<file path="config.mk">
export PLATFORM = sky130hd
export DESIGN_NAME = mcdf_arbiter_flat
export DESIGN_NICKNAME = d
export VERILOG_FILES = /design/src/rtl/mcdf_pkg.sv /design/src/rtl/mcdf_arbiter_if.sv /design/src/rtl/mcdf_arb_pick.sv /design/src/rtl/mcdf_arbiter.sv /design/src/flat_wrapper.sv
export SDC_FILE = /design/constraint.sdc
export NUM_CORES = 1
export LEC_CHECK = 0
export CORE_ASPECT_RATIO = 1.5
export CORE_MARGIN = 4
export CORE_UTILIZATION = 38
export CTS_BUF_LIST = sky130_fd_sc_hd__clkbuf_4 sky130_fd_sc_hd__clkbuf_8 sky130_fd_sc_hd__clkbuf_16
export CTS_CLUSTER_DIAMETER = 60
export CTS_CLUSTER_SIZE = 10
export DETAILED_ROUTE_END_ITERATION = 8
export GPL_ROUTABILITY_DRIVEN = 0
export PLACE_DENSITY = 0.92
export SLEW_MARGIN = 40
export SYNTH_ARGS = -nofsm -noshare
export SYNTH_HDL_FRONTEND = slang
export SYNTH_SLANG_ARGS = --single-unit
export TNS_END_PERCENT = 30
</file>
<file path="constraint.sdc">
create_clock -name clk_i -period 3.9 [get_ports clk_i]
set_input_delay 1.17 -clock clk_i [delete_from_list [all_inputs] [get_ports clk_i]]
set_output_delay 1.17 -clock clk_i [all_outputs]
set_load 0.03 [all_outputs]
</file>
<file path="src/rtl/mcdf_pkg.sv">
// Shared constants, FSM state type and packet-length decode for the MCDF arbiter.
package mcdf_pkg;

    localparam int unsigned NUM_CH     = 3;
    localparam int unsigned DATA_W     = 32;
    localparam int unsigned LEN_CODE_W = 3;
    localparam int unsigned LEN_W      = 6;
    localparam int unsigned ID_W       = 2;
    localparam int unsigned PRIO_W     = 2;

    typedef enum logic [0:0] {
        StIdle,
        StXfer
    } arb_state_e;

    // Codes 3..7 all mean the maximum packet of 32 words.
    function automatic logic [LEN_W-1:0] decode_len(input logic [LEN_CODE_W-1:0] code);
        case (code)
            3'd0:    return LEN_W'(4);
            3'd1:    return LEN_W'(8);
            3'd2:    return LEN_W'(16);
            default: return LEN_W'(32);
        endcase
    endfunction

endpackage

</file>
<file path="src/rtl/mcdf_arbiter_if.sv">
// Channel-side and formatter-side signal bundle of the MCDF arbiter.
interface mcdf_arbiter_if;
    import mcdf_pkg::*;

    logic                  slv0_req_i, slv1_req_i, slv2_req_i;
    logic                  slv0_val_i, slv1_val_i, slv2_val_i;
    logic [DATA_W-1:0]     slv0_data_i, slv1_data_i, slv2_data_i;
    logic [PRIO_W-1:0]     slv0_prio_i, slv1_prio_i, slv2_prio_i;
    logic [LEN_CODE_W-1:0] slv0_len_i, slv1_len_i, slv2_len_i;
    logic                  a2s0_ack_o, a2s1_ack_o, a2s2_ack_o;

    logic                  f2a_id_req_i;
    logic                  f2a_ack_i;
    logic                  a2f_val_o;
    logic [DATA_W-1:0]     a2f_data_o;
    logic [ID_W-1:0]       a2f_id_o;
    logic [LEN_W-1:0]      a2f_len_o;
    logic                  a2f_start_o;
    logic                  a2f_end_o;

    modport master (
        input  slv0_req_i, slv1_req_i, slv2_req_i,
        input  slv0_val_i, slv1_val_i, slv2_val_i,
        input  slv0_data_i, slv1_data_i, slv2_data_i,
        input  slv0_prio_i, slv1_prio_i, slv2_prio_i,
        input  slv0_len_i, slv1_len_i, slv2_len_i,
        output a2s0_ack_o, a2s1_ack_o, a2s2_ack_o,
        input  f2a_id_req_i, f2a_ack_i,
        output a2f_val_o, a2f_data_o, a2f_id_o, a2f_len_o, a2f_start_o, a2f_end_o
    );

    modport slave (
        output slv0_req_i, slv1_req_i, slv2_req_i,
        output slv0_val_i, slv1_val_i, slv2_val_i,
        output slv0_data_i, slv1_data_i, slv2_data_i,
        output slv0_prio_i, slv1_prio_i, slv2_prio_i,
        output slv0_len_i, slv1_len_i, slv2_len_i,
        input  a2s0_ack_o, a2s1_ack_o, a2s2_ack_o,
        output f2a_id_req_i, f2a_ack_i,
        input  a2f_val_o, a2f_data_o, a2f_id_o, a2f_len_o, a2f_start_o, a2f_end_o
    );

endinterface

</file>
<file path="src/rtl/mcdf_arb_pick.sv">
// Combinational winner selection: lowest priority value, ties resolved round-robin
// starting at the channel after last_id_i.
module mcdf_arb_pick
    import mcdf_pkg::*;
(
    input  logic [NUM_CH-1:0]             req_i,
    input  logic [NUM_CH-1:0][PRIO_W-1:0] prio_i,
    input  logic [ID_W-1:0]               last_id_i,
    output logic                          valid_o,
    output logic [ID_W-1:0]               id_o
);

    logic [PRIO_W-1:0] min_prio;
    logic [ID_W-1:0]   cand;

    always_comb begin
        min_prio = '1;
        for (int i = 0; i < NUM_CH; i++) begin
            if (req_i[i] && (prio_i[i] < min_prio)) begin
                min_prio = prio_i[i];
            end
        end

        valid_o = 1'b0;
        id_o    = '0;
        cand    = '0;
        for (int k = 1; k <= NUM_CH; k++) begin
            cand = ID_W'((int'(last_id_i) + k) % NUM_CH);
            if (!valid_o && req_i[cand] && (prio_i[cand] == min_prio)) begin
                valid_o = 1'b1;
                id_o    = cand;
            end
        end
    end

endmodule

</file>
<file path="src/rtl/mcdf_arbiter.sv">
// MCDF arbiter: grants one of three channel FIFOs to the formatter and streams one
// whole packet of the granted channel before arbitrating again.
module mcdf_arbiter
    import mcdf_pkg::*;
(
    input  logic           clk_i,
    input  logic           rst_i,
    mcdf_arbiter_if.master arb
);

    arb_state_e       state_q, state_d;
    logic [LEN_W-1:0] cnt_q, cnt_d;
    logic [LEN_W-1:0] len_q, len_d;
    logic [ID_W-1:0]  id_q, id_d;
    logic [ID_W-1:0]  last_q, last_d;

    logic [NUM_CH-1:0]                 req_vec, val_vec, ack_vec;
    logic [NUM_CH-1:0][PRIO_W-1:0]     prio_vec;
    logic [NUM_CH-1:0][LEN_CODE_W-1:0] len_code_vec;
    logic [NUM_CH-1:0][DATA_W-1:0]     data_vec;

    logic              pick_valid;
    logic [ID_W-1:0]   pick_id;
    logic [LEN_W-1:0]  grant_len;
    logic              sel_val;
    logic [DATA_W-1:0] sel_data;
    logic              start_word, end_word;

    assign req_vec      = {arb.slv2_req_i, arb.slv1_req_i, arb.slv0_req_i};
    assign val_vec      = {arb.slv2_val_i, arb.slv1_val_i, arb.slv0_val_i};
    assign prio_vec     = {arb.slv2_prio_i, arb.slv1_prio_i, arb.slv0_prio_i};
    assign len_code_vec = {arb.slv2_len_i, arb.slv1_len_i, arb.slv0_len_i};
    assign data_vec     = {arb.slv2_data_i, arb.slv1_data_i, arb.slv0_data_i};

    mcdf_arb_pick u_pick (
        .req_i     (req_vec),
        .prio_i    (prio_vec),
        .last_id_i (last_q),
        .valid_o   (pick_valid),
        .id_o      (pick_id)
    );

    assign grant_len = decode_len(len_code_vec[pick_id]);

    always_comb begin
        state_d    = state_q;
        cnt_d      = cnt_q;
        len_d      = len_q;
        id_d       = id_q;
        last_d     = last_q;
        sel_val    = 1'b0;
        sel_data   = '0;
        ack_vec    = '0;
        start_word = 1'b0;
        end_word   = 1'b0;

        unique case (state_q)
            StIdle: begin
                if (arb.f2a_id_req_i && pick_valid) begin
                    state_d = StXfer;
                    id_d    = pick_id;
                    last_d  = pick_id;
                    len_d   = grant_len;
                    cnt_d   = grant_len;
                end
            end
            StXfer: begin
                sel_val          = val_vec[id_q];
                sel_data         = data_vec[id_q];
                ack_vec[id_q]    = arb.f2a_ack_i;
                start_word       = sel_val && (cnt_q == len_q);
                end_word         = sel_val && (cnt_q == LEN_W'(1));
                if (sel_val && arb.f2a_ack_i) begin
                    cnt_d = cnt_q - LEN_W'(1);
                    // Last word leaves: clear the packet context so IDLE outputs read 0.
                    if (cnt_q == LEN_W'(1)) begin
                        state_d = StIdle;
                        cnt_d   = '0;
                        len_d   = '0;
                        id_d    = '0;
                    end
                end
            end
            default: state_d = StIdle;
        endcase
    end

    always_ff @(posedge clk_i or posedge rst_i) begin
        if (rst_i) begin
            state_q <= StIdle;
            cnt_q   <= '0;
            len_q   <= '0;
            id_q    <= '0;
            last_q  <= ID_W'(NUM_CH - 1);
        end else begin
            state_q <= state_d;
            cnt_q   <= cnt_d;
            len_q   <= len_d;
            id_q    <= id_d;
            last_q  <= last_d;
        end
    end

    assign arb.a2s0_ack_o  = ack_vec[0];
    assign arb.a2s1_ack_o  = ack_vec[1];
    assign arb.a2s2_ack_o  = ack_vec[2];
    assign arb.a2f_val_o   = sel_val;
    assign arb.a2f_data_o  = sel_data;
    assign arb.a2f_id_o    = id_q;
    assign arb.a2f_len_o   = len_q;
    assign arb.a2f_start_o = start_word;
    assign arb.a2f_end_o   = end_word;

endmodule

</file>
<file path="src/flat_wrapper.sv">
// flat-port wrapper written by rule: the top's interface ports become plain ports
module mcdf_arbiter_flat import mcdf_pkg::*;
  (clk_i, rst_i, arb_slv0_req_i, arb_slv1_req_i, arb_slv2_req_i, arb_slv0_val_i, arb_slv1_val_i, arb_slv2_val_i, arb_slv0_data_i, arb_slv1_data_i, arb_slv2_data_i, arb_slv0_prio_i, arb_slv1_prio_i, arb_slv2_prio_i, arb_slv0_len_i, arb_slv1_len_i, arb_slv2_len_i, arb_a2s0_ack_o, arb_a2s1_ack_o, arb_a2s2_ack_o, arb_f2a_id_req_i, arb_f2a_ack_i, arb_a2f_val_o, arb_a2f_data_o, arb_a2f_id_o, arb_a2f_len_o, arb_a2f_start_o, arb_a2f_end_o);
  mcdf_arbiter_if arb_i ();
  input  logic clk_i;
  input  logic rst_i;
  input wire logic [$bits(arb_i.slv0_req_i)-1:0] arb_slv0_req_i;
  input wire logic [$bits(arb_i.slv1_req_i)-1:0] arb_slv1_req_i;
  input wire logic [$bits(arb_i.slv2_req_i)-1:0] arb_slv2_req_i;
  input wire logic [$bits(arb_i.slv0_val_i)-1:0] arb_slv0_val_i;
  input wire logic [$bits(arb_i.slv1_val_i)-1:0] arb_slv1_val_i;
  input wire logic [$bits(arb_i.slv2_val_i)-1:0] arb_slv2_val_i;
  input wire logic [$bits(arb_i.slv0_data_i)-1:0] arb_slv0_data_i;
  input wire logic [$bits(arb_i.slv1_data_i)-1:0] arb_slv1_data_i;
  input wire logic [$bits(arb_i.slv2_data_i)-1:0] arb_slv2_data_i;
  input wire logic [$bits(arb_i.slv0_prio_i)-1:0] arb_slv0_prio_i;
  input wire logic [$bits(arb_i.slv1_prio_i)-1:0] arb_slv1_prio_i;
  input wire logic [$bits(arb_i.slv2_prio_i)-1:0] arb_slv2_prio_i;
  input wire logic [$bits(arb_i.slv0_len_i)-1:0] arb_slv0_len_i;
  input wire logic [$bits(arb_i.slv1_len_i)-1:0] arb_slv1_len_i;
  input wire logic [$bits(arb_i.slv2_len_i)-1:0] arb_slv2_len_i;
  output wire logic [$bits(arb_i.a2s0_ack_o)-1:0] arb_a2s0_ack_o;
  output wire logic [$bits(arb_i.a2s1_ack_o)-1:0] arb_a2s1_ack_o;
  output wire logic [$bits(arb_i.a2s2_ack_o)-1:0] arb_a2s2_ack_o;
  input wire logic [$bits(arb_i.f2a_id_req_i)-1:0] arb_f2a_id_req_i;
  input wire logic [$bits(arb_i.f2a_ack_i)-1:0] arb_f2a_ack_i;
  output wire logic [$bits(arb_i.a2f_val_o)-1:0] arb_a2f_val_o;
  output wire logic [$bits(arb_i.a2f_data_o)-1:0] arb_a2f_data_o;
  output wire logic [$bits(arb_i.a2f_id_o)-1:0] arb_a2f_id_o;
  output wire logic [$bits(arb_i.a2f_len_o)-1:0] arb_a2f_len_o;
  output wire logic [$bits(arb_i.a2f_start_o)-1:0] arb_a2f_start_o;
  output wire logic [$bits(arb_i.a2f_end_o)-1:0] arb_a2f_end_o;
  assign arb_i.slv0_req_i = arb_slv0_req_i;
  assign arb_i.slv1_req_i = arb_slv1_req_i;
  assign arb_i.slv2_req_i = arb_slv2_req_i;
  assign arb_i.slv0_val_i = arb_slv0_val_i;
  assign arb_i.slv1_val_i = arb_slv1_val_i;
  assign arb_i.slv2_val_i = arb_slv2_val_i;
  assign arb_i.slv0_data_i = arb_slv0_data_i;
  assign arb_i.slv1_data_i = arb_slv1_data_i;
  assign arb_i.slv2_data_i = arb_slv2_data_i;
  assign arb_i.slv0_prio_i = arb_slv0_prio_i;
  assign arb_i.slv1_prio_i = arb_slv1_prio_i;
  assign arb_i.slv2_prio_i = arb_slv2_prio_i;
  assign arb_i.slv0_len_i = arb_slv0_len_i;
  assign arb_i.slv1_len_i = arb_slv1_len_i;
  assign arb_i.slv2_len_i = arb_slv2_len_i;
  assign arb_a2s0_ack_o = arb_i.a2s0_ack_o;
  assign arb_a2s1_ack_o = arb_i.a2s1_ack_o;
  assign arb_a2s2_ack_o = arb_i.a2s2_ack_o;
  assign arb_i.f2a_id_req_i = arb_f2a_id_req_i;
  assign arb_i.f2a_ack_i = arb_f2a_ack_i;
  assign arb_a2f_val_o = arb_i.a2f_val_o;
  assign arb_a2f_data_o = arb_i.a2f_data_o;
  assign arb_a2f_id_o = arb_i.a2f_id_o;
  assign arb_a2f_len_o = arb_i.a2f_len_o;
  assign arb_a2f_start_o = arb_i.a2f_start_o;
  assign arb_a2f_end_o = arb_i.a2f_end_o;
  mcdf_arbiter u_core (.clk_i(clk_i), .rst_i(rst_i), .arb(arb_i));
endmodule
</file>
==> results.toml, run 1 <==
[clock_tree]
tritoncts = "yes"
hold_buffers = 0
htreeDepth = 1
clk_pin_slew_worst_paths_ns = 0.06
insertion_delay_ns = 0.25
clockBufferDepth = 2
cts-root-buf = "clkbuf_8"
cts_sinks = 15
numCtsBuffers = 3

[setup_path]
worst-setup-path-type = "primary input to register"
max_stage_delay_ns = 0.41
startpoint_type = "primary input"
cp_num_cells = 18
worstSetupStartpoint = "arb_slv0_prio_i[1]"
reg2reg_setup_slack_ns = 0.27
regToRegEndpoint = "u_core.cnt_q[3]"
cp_max_fo = 4
endpoint = "u_core.cnt_q[4]"
arrival_ns = 4.93
crit_family = "compound AO/OA/AOI/OAI gates"
worst_r2r_startpoint = "u_core.last_q[1]"
crit_chain = "buf_6 > nand2b_4 > inv_2 > ha_4 > a21boi_2 > o32a_1 > inv_2 > ha_4 > nor3b_4 > o22ai_4 > nor2_4 > xor2_1 > or3_1 > a211o_1 > a211oi_2 > a31o_1 > nor4_2 > or3_1"
cpMaxStageDelayCell = "a211oi_2"
r2r_cells = 12
crit_required_ns = 4.03
critPathBufInv = 3
cp-end-kind = "register"

[layout]
area_delta_synth_final_pct = 92.3
final_cells = 620
final_nets = 672
drive_above_1_share_pct = 22.8

[synthesis]
synthFlopType = "dfrtp_1"
synth_cells = 355
syn_avg_cell_area_um2 = 7.29
ys_seq_area_share_pct = 14.5
ys_types = 65
synthTopCellsByArea = "mux2i_1, dfrtp_1, o21ai_0"
synth_edf_count = 0
async_flop_share_pct = 100
synth_commonest_cells = "nand2_1, o21ai_0, mux2i_1"
yosys_warnings = 0
syn_area_mm2 = 0.00259
yosys.area.top_type = "mux2i_1"
synth_seq_cells = 15
yosysTopAreaCellShare_pct = 15.9
yosysMostFrequentCell = "nand2_1"

[detailed_routing]
vias = 3727
drc_errors = 0
drtPass1Iterations = 5
wl_mm = 13.1
wl_per_cell_um = 21.2
final_antenna_net_count = 0
vias_per_cell = 6.01
initialDrtViolationCount = 250

[timing]
setup_viol = 15
period_needed_ns = 4.80
slew_viol_final = 0
rsz0062_at_grt = "yes"
fin_crit_sh_pct = 123
fin_ws_ns = -0.900
worst_pin_slew_ns = 0.705
relSlewSlack_pct = 53.0
timing.fmax_mhz = 208
hold_viol = 0
skew_ns = 0.00102

[floorplan]
core_area_mm2 = 0.00658
num_rows = 36
fp.dieArea_mm2 = 0.00822
start_util_pct = 39.4
fp.dieH_um = 109
io_pins = 167
fp.dieW_um = 75.4

[global_route]
grt_pass1_wl_mm = 17.9
grt_usage_pct = 28.5
grt.overflow.total = 0
grt_pass1_vias = 3773
grt_max_degree = 38
antenna_found_initial = 3

[run_status]
status = "finished, violations left"
failed_checks = "setup timing"

[placement]
pre_cts_slack_ns = -1.48
io_buffers = 164
dp_hpwl_mm = 9.62
placedCellCount = 608

[flow_run]
cap_viol_max_count = 0

[pwr]
power_mw = 3.86
peakVddDrop_uv = 337
power_density_mw_per_mm2 = 776
cellLeakagePower_nw = 2.05

[min_path]
min_path_type = "register to register"
[layout make-up]
cell class	instances	area, µm²
timing repair buffer	206	2020
inverter	12	45.0
multi-input combinational	306	2380
sequential	15	378
clock buffer	4	48.8
fill	454	1600
antenna	1	2.50
tap	76	95.1
[power by group]
part           internal (mW)  switching (mW)  total [mW]  leakage (nW)
clock network         0.0795          0.0571       0.137        0.0262
logic                   1.49            1.87        3.36          1.84
registers              0.221           0.140       0.361         0.188
total                   1.79            2.07        3.86          2.05
[layer usage]
metal | global-route usage [%] | vias to the layer above | wire [µm]
li1 | - | 1647 | -
met1 | 24.6 | 1704 | 3860
met2 | 52.5 | 265 | 6690
met3 | 7.93 | 107 | 1460
met4 | 21.4 | 4 | 1110
met5 | 0 | - | 23
[worst reg2reg max path: stages (launching register included)]
cell	delay (ns)
dfstp_2	0.55
inv_1	0.04
ha_1	0.34
nor2b_1	0.31
nand2_1	0.13
o21ai_0	0.21
o221ai_2	0.23
a211o_4	0.37
nor2_2	0.36
a211oi_2	0.16
a31o_1	0.26
nor3b_4	0.18
a221o_1	0.36
[cells in the final DEF (no fill, tap or decap), types with 4 or more instances in the layout]
cell type	instances
buf_4	45
buf_12	4
nand3b_1	4
dlygate4sd2_1	4
buf_6	5
inv_1	10
xnor2_1	5
nand3_1	7
clkdlybuf4s50_1	131
o21ai_0	40
nor3_1	7
dlymetal6s2s_1	15
and2_1	32
nand2b_4	5
nand2_1	51
mux2i_1	41
nor2_1	10
a21oi_1	4
ha_1	5
dfrtp_1	13
[worst min-delay path by stage]
stage | start | endpoint | cells past startpoint
2_1_floorplan | u_core.last_q[0] | u_core.last_q[0] | 2
5_1_grt | u_core.last_q[1] | u_core.last_q[1] | 1
4_1_cts | u_core.last_q[0] | u_core.last_q[0] | 2
6_report | u_core.last_q[1] | u_core.last_q[1] | 1
3_5_place_dp | u_core.last_q[0] | u_core.last_q[0] | 2
3_3_place_gp | u_core.last_q[0] | u_core.last_q[0] | 2
[stage by stage]
step	instance area, µm²	hold slack, ns	setup TNS, ns	util [%]
after floorplan	2650	0.478	-7.30	-
after global placement	4580	0.497	-15.82	69.6
after detailed placement	4580	0.517	-19.03	69.6
after CTS	4830	0.537	-6.72	73.4
after global routing	4980	0.548	-10.62	75.7
final	4980	0.539	-8.90	75.7
[flip-flops by register name (all words and copies together) (netlist names)]
signal and flops:
u_core.arb.a2f_id_o 2, u_core.arb.a2f_len_o 4, u_core.cnt_q 6, u_core.last_q 2, u_core.state_q 1
[what timing repair did]
action | 4_1_cts | 5_1_grt
setup buffers | 4 | 3
hold endpoints to repair | 0 | 0
setup endpoints to repair | 17 | 30
gates cloned | 0 | 0
resized for setup | 51 | 35
pin swaps | 19 | 10
[kinds of logic after synthesis]
logic type      synth area share, %
compound gates                 26.1
xor+xnor                       2.71
fa+ha+maj                      3.38
buf+inv                        5.61
flops                          14.5
mux                            17.0
other cells                   0.145
simple gates                   30.5
No activity file was read; power rests on OpenSTA's default activity.
==> run 2, diff against run 1 <==
--- a/config.mk
+++ b/config.mk
@@ -13,6 +13,7 @@
 export CTS_CLUSTER_SIZE = 10
 export DETAILED_ROUTE_END_ITERATION = 8
 export GPL_ROUTABILITY_DRIVEN = 0
+export GPL_TIMING_DRIVEN = 0
 export PLACE_DENSITY = 0.92
 export SLEW_MARGIN = 40
 export SYNTH_ARGS = -nofsm -noshare
==> results.toml, run 2 (synthesis gave the netlist of run 1 again) <==
[pwr]
cellLeakagePower_nw = 2.02
peakVddDrop_uv = 412
power_density_mw_per_mm2 = 799
power_mw = 3.97

[setup_path]
crit_chain = "buf_8 > nand2b_4 > inv_4 > ha_4 > a21boi_2 > o32a_1 > inv_2 > ha_4 > nor3b_4 > o22ai_4 > nor2_4 > xor2_2 > or3_1 > a211o_1 > a21o_4 > a31oi_4 > nor3b_4 > a211o_1"
cp-end-kind = "register"
max_stage_delay_ns = 0.38
cpMaxStageDelayCell = "o32a_1"
worst-setup-path-type = "primary input to register"
crit_required_ns = 4.03
arrival_ns = 5.02
startpoint_type = "primary input"
worstSetupStartpoint = "arb_slv0_prio_i[1]"
worst_r2r_startpoint = "u_core.last_q[0]"
cp_max_fo = 4

[detailed_routing]
drtPass1Iterations = 7
drc_errors = 0
wl_mm = 13.4
initialDrtViolationCount = 227
vias = 3684
final_antenna_net_count = 0
wl_per_cell_um = 21.5
vias_per_cell = 5.91

[layout]
area_delta_synth_final_pct = 91.9
mostFrequentLayoutCells = "clkdlybuf4s50_1, nand2_1, mux2i_1"
largest_reg_flops = 6
regMostFlops = "u_core.cnt_q"
final_cells = 623
final_nets = 676
antennaDiodeCount = 0
final_common_cell = "clkdlybuf4s50_1"
final.fill_count = 450
utilization_pct = 75.6
drive_above_1_share_pct = 20.1

[clock_tree]
numCtsBuffers = 3
clockBufferDepth = 2
insertion_delay_ns = 0.26
cts_sinks = 15
tritoncts = "yes"
clk_pin_slew_worst_paths_ns = 0.06
htreeDepth = 1
cts-root-buf = "clkbuf_8"

[floorplan]
io_pins = 167
fp.dieArea_mm2 = 0.00822
start_util_pct = 39.4
core_area_mm2 = 0.00658
fp.dieH_um = 109
num_rows = 36
fp.dieW_um = 75.4

[global_route]
grt_usage_pct = 29.5
grt_max_degree = 16
grt_pass1_wl_mm = 18.6
antenna_found_initial = 0
grt_pass1_vias = 3648
grt.overflow.total = 0

[timing]
hold_viol = 0
setup-tns-final_ns = -11.10
fin_ws_ns = -0.995
period_needed_ns = 4.89
worst_pin_slew_ns = 0.620
slew_viol_final = 0
relSlewSlack_pct = 58.6
fin_hold_ws_ns = 0.554
timing.fmax_mhz = 204
rsz0062_at_grt = "yes"
fin_crit_sh_pct = 126
setup_viol = 15
skew_ns = 0.00287

[placement]
dp_hpwl_mm = 9.22
io_buffers = 164
placedCellCount = 596

[min_path]
min_path_type = "register to register"
min_from = "u_core.last_q[1]"

[run_status]
status = "finished, violations left"
failed_checks = "setup timing"

[flow_run]
cap_viol_max_count = 0
[run 2: changes by cell type in the layout (fill, tap and decap cells not counted), sizes merged]
cell           before  now
clkbuf              4   22
dlymetal6s2s       15   14
buf                55   32
diode               1    0
clkdlybuf4s50     131  137
dlygate4sd2         4    8
[run 2: where the power goes]
part	internal [mW]	switching [mW]	leakage, nW
Sequential	0.221	0.0815	0.189
Clock	0.0797	0.0610	0.0262
Combinational	1.50	2.02	1.80
[run 2: through the flow]
step	area, µm²	worst slack, ns
after floorplan	2650	-0.701
after global placement	4390	-1.71
after detailed placement	4390	-1.87
after CTS	4780	-0.731
after global routing	4970	-1.09
final	4970	-0.995
[run 2: routing by layer]
metal | track usage [%] | routed length (µm) | vias up
met5 | 0 | 0 | -
met4 | 17.9 | 1040 | 0
met3 | 9.69 | 1530 | 93
met2 | 54.6 | 6820 | 269
met1 | 26.4 | 3990 | 1671
li1 | - | - | 1651
[run 2: worst paths after layout]
check / end / slack [ns] / cells after the start
setup / recovery: u_core.cnt_q[2] / -0.99 / 18
hold / removal: u_core.last_q[1] / 0.55 / 1
setup reg to reg: u_core.cnt_q[2] / 0.09 / 12
hold reg to reg: u_core.last_q[1] / 0.55 / 1
max in group asynchronous: u_core.arb.a2f_len_o[5] / 2.18 / 2
min in group asynchronous: u_core.cnt_q[4] / 1.32 / 2
[run 2: critical path: cells and delay by family]
family,cells,cell delay (ns)
xor gates and xnor gates,1,0.12
adders and majority gates,2,0.41
and+or+nand+nor,5,1.03
AOI/OAI and AO/OA,7,2.01
buffers and inverters,3,0.24
[run 2: layout make-up]
| cell class | instances | area, µm² | area share [%] |
|---|---|---|---|
| inverter | 12 | 47.5 | 0.957 |
| clock buffer | 4 | 48.8 | 0.982 |
| sequential | 15 | 377 | 7.58 |
| multi-input combinational | 306 | 2420 | 48.8 |
| tap | 76 | 95.1 | 1.91 |
| buffer | 22 | 105 | 2.12 |
| timing repair buffer | 188 | 1870 | 37.6 |
[run 2: timing repair]
action | 4_1_cts | 5_1_grt
hold buffers | 0 | 0
hold endpoints to repair | 0 | 0
pin swaps | 22 | 15
endpoints found under the setup margin | 48 | 45
resized for setup | 78 | 46
setup buffers | 17 | 9
